===== src/rtl/imem_port_arb.sv =====
// imem_port_arb: round-robin arbiter that turns fetch (10-byte) and data (8-byte) requests into byte-serial accesses on a single-port RAM
module imem_port_arb #(
   parameter int AW    = 8,
   parameter int DEPTH = 256
) (
   input  logic          clk,
   input  logic          rst_n,
   input  logic          f_req,
   input  logic [63:0]   f_addr,
   output logic          f_ack,
   output logic [79:0]   f_instr,
   output logic          f_err,
   input  logic          d_req,
   input  logic          d_we,
   input  logic [63:0]   d_addr,
   input  logic [63:0]   d_wdata,
   output logic          d_ack,
   output logic [63:0]   d_rdata,
   output logic          d_err,
   output logic          mem_en,
   output logic          mem_we,
   output logic [AW-1:0] mem_addr,
   output logic [7:0]    mem_wdata,
   input  logic [7:0]    mem_rdata,
   output logic          busy
);
   localparam logic [1:0] IDLE = 2'd0, XFER = 2'd1, TAIL = 2'd2, ACK = 2'd3;
   logic [1:0]      state_q, state_d;
   logic [3:0]      cnt_q, cnt_d, len_q, len_d;
   logic            last_q, last_d, port_q, port_d, we_q, we_d, err_q, err_d;
   logic [AW-1:0]   addr_q, addr_d;
   logic [63:0]     wdata_q, wdata_d, rdata_q, rdata_d;
   logic [9:0][7:0] buf_q, buf_d;
   logic [79:0]     instr_q, instr_d, instr_rev;
   logic            gnt, cap, xfer;
   logic [63:0]     req_addr;
   logic [3:0]      req_len;
   logic [64:0]     req_end;
   // gnt: 1 = data port; on a tie the port that did not win last time goes
   always_comb begin
      gnt      = (f_req && d_req) ? ~last_q : d_req;
      req_addr = gnt ? d_addr : f_addr;
      req_len  = gnt ? 4'd8 : 4'd10;
      req_end  = {1'b0, req_addr} + 65'(req_len);
      xfer     = state_q == XFER;
      cap      = ((xfer && cnt_q != 4'd0) || state_q == TAIL) && !we_q;
      buf_d    = buf_q;
      if (cap) buf_d[cnt_q - 4'd1] = mem_rdata;
   end
   always_comb begin
      instr_rev = '0;
      for (int i = 0; i < 10; i++) instr_rev[79-8*i -: 8] = buf_d[i];
   end
   always_comb begin
      state_d = state_q;
      cnt_d   = cnt_q;
      len_d   = len_q;
      last_d  = last_q;
      port_d  = port_q;
      we_d    = we_q;
      err_d   = err_q;
      addr_d  = addr_q;
      wdata_d = wdata_q;
      instr_d = instr_q;
      rdata_d = rdata_q;
      if (state_q == IDLE && (f_req || d_req)) begin
         port_d  = gnt;
         last_d  = gnt;
         addr_d  = req_addr[AW-1:0];
         we_d    = gnt && d_we;
         wdata_d = d_wdata;
         len_d   = req_len;
         cnt_d   = '0;
         err_d   = req_end > 65'(DEPTH);
         state_d = err_d ? ACK : XFER;
      end
      if (xfer) begin
         cnt_d = cnt_q + 4'd1;
         if (cnt_q == len_q - 4'd1) state_d = we_q ? ACK : TAIL;
      end
      if (state_q == TAIL) begin
         state_d = ACK;
         rdata_d = port_q ? buf_d[7:0] : rdata_q;
         instr_d = port_q ? instr_q : instr_rev;
      end
      if (state_q == ACK) state_d = IDLE;
   end
   always_ff @(posedge clk or negedge rst_n) begin
      if (!rst_n) begin
         state_q <= IDLE;
         cnt_q   <= '0;
         len_q   <= '0;
         last_q  <= 1'b1;
         port_q  <= 1'b0;
         we_q    <= 1'b0;
         err_q   <= 1'b0;
         addr_q  <= '0;
         wdata_q <= '0;
         buf_q   <= '0;
         instr_q <= '0;
         rdata_q <= '0;
      end else begin
         state_q <= state_d;
         cnt_q   <= cnt_d;
         len_q   <= len_d;
         last_q  <= last_d;
         port_q  <= port_d;
         we_q    <= we_d;
         err_q   <= err_d;
         addr_q  <= addr_d;
         wdata_q <= wdata_d;
         buf_q   <= buf_d;
         instr_q <= instr_d;
         rdata_q <= rdata_d;
      end
   end
   assign mem_en    = xfer;
   assign mem_we    = xfer && we_q;
   assign mem_addr  = xfer ? addr_q + AW'(cnt_q) : '0;
   assign mem_wdata = (xfer && we_q) ? wdata_q[{cnt_q[2:0], 3'b000} +: 8] : '0;
   assign f_ack     = state_q == ACK && !port_q;
   assign d_ack     = state_q == ACK && port_q;
   assign f_err     = f_ack && err_q;
   assign d_err     = d_ack && err_q;
   assign f_instr   = instr_q;
   assign d_rdata   = rdata_q;
   assign busy      = state_q != IDLE;
endmodule


===== config.mk =====
export PLATFORM = sky130hd
export DESIGN_NAME = imem_port_arb
export DESIGN_NICKNAME = d
export VERILOG_FILES = /design/src/rtl/imem_port_arb.sv
export SDC_FILE = /design/constraint.sdc
export NUM_CORES = 1
export LEC_CHECK = 0
export CAP_MARGIN = 20
export CORE_MARGIN = 2
export CORE_UTILIZATION = 41
export DETAILED_ROUTE_END_ITERATION = 8
export GPL_ROUTABILITY_DRIVEN = 0
export GPL_TIMING_DRIVEN = 0
export PLACE_DENSITY = 0.68
export SLEW_MARGIN = 30
export SYNTH_ARGS = -nofsm -noshare
export SYNTH_HDL_FRONTEND = slang
export SYNTH_SLANG_ARGS = --single-unit

===== constraint.sdc =====
create_clock -name clk -period 13.4 [get_ports clk]
set_input_delay 2.68 -clock clk [delete_from_list [all_inputs] [get_ports clk]]
set_output_delay 2.68 -clock clk [all_outputs]
set_load 0.01 [all_outputs]

==> flow_summary.toml <==
[run_status]
status = "complete, no violations"

[final_layout]
layout.nets = 2330
num_antenna_cells = 0
syn2layout_area_growth_pct = 34.6
instances_no_fill = 2650
fillCellCount = 3337
drive_gt1_share_pct = 6.36

[cts]
cts_sinks = 308
postCtsSetupBuffers = 0
cts_made_buffers = 34
hold_buffers = 0
htree_levels = 2
cts_tree = "done"
clk_pin_slew_ns = 0.06
cts_root_buf = "clkbuf_16"
clkLatencyLatePin_ns = 0.51
cts_resized = 0
cts_buffer_depth = 3

[worst_hold_path]
worst_hold_path.endpoint = "wdata_q[51]"
min_from = "wdata_q[51]"
hold_class = "flop to flop"
min_path_cells = 2

[synthesis]
synth_warnings = 0
syn-num-nets = 1934
yosys.area.top_type = "dfrtp_1"
synth_common_cells = "372 x nand2_1, 307 x dfrtp_1, 118 x nor2_1, 108 x mux2i_1, 95 x o21ai_0"
ys_types = 73
seq_area_frac_synth_pct = 48.9
ys_seq_elements = 308
synthFlopType = "dfrtp_1"
async_flop_share_pct = 100
syn_area_per_cell_sq_um = 9.19
synth.most_common_cell = "nand2_1"
yosysTopAreaCellShare_pct = 48.7
netlist_area_sq_um = 15800
synth_edf_count = 0
syn-instance-count = 1717
ys_top_cells_by_area = "dfrtp_1 49%, nand2_1 8.9%, mux2i_1 6.9%"

[sta]
tightestPinTransition_ns = 1.03
finalHoldViolCount = 0
fin_skew_ns = 0.0113
fmax_mhz = 111
setup_viol = 0
drv_slew = 0
finalCriticalPeriod_ns = 9.00
slew_headroom_pct = 31.2
timing.final.crit_share_pct = 67.1
setup_tns_ns = 0
rsz0062_at_grt = "no"

[critical_path]
rr_worst_depth = 20
cp_data_required_time_ns = 13.78
cp-start-kind = "input pin"
max_stage_delay_ns = 0.59
crit_path_end_kind = "flop"
cpMaxStageDelayCell = "buf_1"
cp_common_cell = "clkbuf_1"
r2r_end = "state_q[1]"
path_cells = "clkdlybuf4s50_1, a21bo_1, buf_6, clkbuf_1, clkbuf_1, buf_1, clkbuf_1, clkbuf_1, nand2_1, nand2_1, ha_1, nor2_1, mux2_2, a21oi_1, nand3_1, xor2_1, nor3b_1, and4_1, nand4_1, o31ai_2, o21ai_1"
critical_path.max_fanout = 10
path_class = "input pin to flop"
r2r_slack_ns = 6.62
crit-reg2reg-launch = "last_q"
crit_arrival_ns = 9.37

[power]
ir_drop_mv = 0.0927
pwr-share-clk_pct = 21.1
pwr-share-seq_pct = 36.0
powerDensity_nw_per_um2 = 210
leakage_nw = 9.54
internal-power_w = 0.00282
switching_share_pct = 36.8
pwr-share-comb_pct = 42.9
switchingPower_w = 0.00164

[routing]
drcViolationCount = 0
wl_um = 55400
via_count = 15004
routed_via_density = 5.66
wire_per_inst_um = 20.9
ant_nets = 0
dr.pass1.iters = 7
drt_iter0_drc = 1422

[floorplan]
core_area_sq_um = 37800
die_w_um = 200
io_pins = 372
initial_utilization_pct = 41.8
die_h_um = 200
row_count = 71
die_area_sq_um = 40100

[global_route]
track_usage_pct = 27.1
antenna_found_initial = 1
gr-total-overflow = 0
top_usage_layer = "met2"
met1_usage_pct = 35.6
use_met2_pct = 44.1
grt_util_met3_pct = 5.42
grt_pass1_vias = 14922
grt_max_degree = 91
grt_pass1_wl_um = 85400

[flow_run]
max_cap_violations = 0

[place]
dp.cells = 2588
port_buffers = 357
hpwl_um = 41600
-- layout make-up --
| cell class | instances | area, sq um | share of cell area (%) |
|---|---|---|---|
| sequential | 308 | 7710 | 36.3 |
| timing repair buffer | 360 | 3660 | 17.2 |
| tap | 511 | 639 | 3.01 |
| clock inverter | 12 | 144 | 0.678 |
| multi-input combinational | 1235 | 7400 | 34.9 |
| inverter | 80 | 300 | 1.41 |
| clock buffer | 50 | 1000 | 4.72 |
| buffer | 94 | 375 | 1.77 |
-- kinds of logic (layout without fill, tap and decap cells) --
| family | Yosys count | after routing | synth area share (%) |
|---|---|---|---|
| buffers and inverters | 174 | 596 | 4.28 |
| AO/OA/AOI/OAI | 287 | 287 | 10.9 |
| multiplexers | 162 | 162 | 11.9 |
| AND/OR/NAND/NOR | 737 | 737 | 21.1 |
| flip-flops | 308 | 308 | 48.9 |
| adder cells (fa/ha/maj) | 12 | 12 | 1.00 |
| XOR/XNOR | 37 | 37 | 2.05 |
-- how the worst max path moves through the flow --
stage                     depth (start not counted)  start           to  slack (ns)
after floorplan                                  18  d_req   state_q[1]        6.67
after global placement                            1  rst_n  f_instr[45]       -3.46
after detailed placement                         20  f_req   state_q[1]        4.14
after CTS                                        20  f_req   state_q[1]        4.66
after global routing                             20  d_req   state_q[1]        4.13
final                                            21  f_req   state_q[1]        4.40
-- sequential cells by signal, summed over array words and instances, names as in the netlist, 2 cells and up --
register / flops
addr_q: 8
buf_q: 80
cnt_q: 4
d_rdata: 64
f_instr: 80
len_q: 2
state_q: 2
wdata_q: 64
-- placed cells by master (no fill, tap or decap), types with 4 or more instances in the layout --
master           synthesis  layout
nand4_1                 43      43
nand2_1                372     372
nand3_1                 73      73
a21o_1                   9       9
and4_1                   7       7
xnor2_1                 17      17
o211ai_1                 6       6
and2_1                  13      13
a22o_1                   4       4
nand2b_1                 5       5
or4_1                    4       4
a31oi_1                 20      20
clkdlybuf4s50_1          0     356
nor2_1                 118     117
nor3_1                  33      33
a211oi_1                 5       5
or3_1                    9       9
dfrtp_1                307     307
o32ai_1                  4       4
and3_1                  15      15
nor4b_1                  5       4
clkinv_2                 0       4
mux2i_1                108     108
mux4_2                  16      16
mux2_2                  38      38
a21oi_1                 94      94
buf_2                   10      10
o22ai_1                  6       6
a41oi_1                  6       6
clkbuf_1                63      71
buf_1                   19      18
o21ai_0                 95      95
xor2_1                  20      20
clkbuf_8                 0       7
ha_1                    11      11
nor4_1                  24      24
clkbuf_16                0      35
inv_1                   79      79
-- critical path, delay by kind of cell --
kind            cells  cell delay (ns)
xor+xnor            1             0.19
compound gates      4             1.08
buf+inv             7             3.49
mux                 1             0.35
fa+ha+maj           1             0.24
simple gates        7             1.32
-- per-layer routing --
metal / vias to the layer above / part of all wire, % / wire length [um]
li1: 6777 / - / -
met1: 7223 / 40 / 22400
met2: 838 / 46 / 25600
met3: 164 / 9.3 / 5160
met4: 2 / 4.1 / 2290
met5: - / 0.020 / 11
-- power by group through the flow --
stage | combinational, W | sequential [W] | clock (W)
final | 0.00192 | 0.00161 | 0.000942
after global routing | 0.00209 | 0.00166 | 0.000999
after CTS | 0.00192 | 0.00161 | 0.000959
after detailed placement | 0.00191 | 0.00162 | 0
after global placement | 0.00187 | 0.00161 | 0
after floorplan | 0.000915 | 0.00166 | 0
-- through the flow --
step | total power [W] | setup WS, ns | cell area (sq um) | util [%] | hold slack, ns
CTS | 0.00449 | 4.66 | 21200 | 56.2 | 0.473
finish | 0.00446 | 4.40 | 21200 | 56.2 | 0.472
floorplan | 0.00257 | 6.67 | 15800 | - | 0.440
global route | 0.00474 | 4.13 | 21200 | 56.2 | 0.493
detailed placement | 0.00353 | 4.14 | 20100 | 53.2 | 0.459
global placement | 0.00348 | -3.46 | 20000 | 52.9 | 0.452
Power figures use the tool's default switching activity.
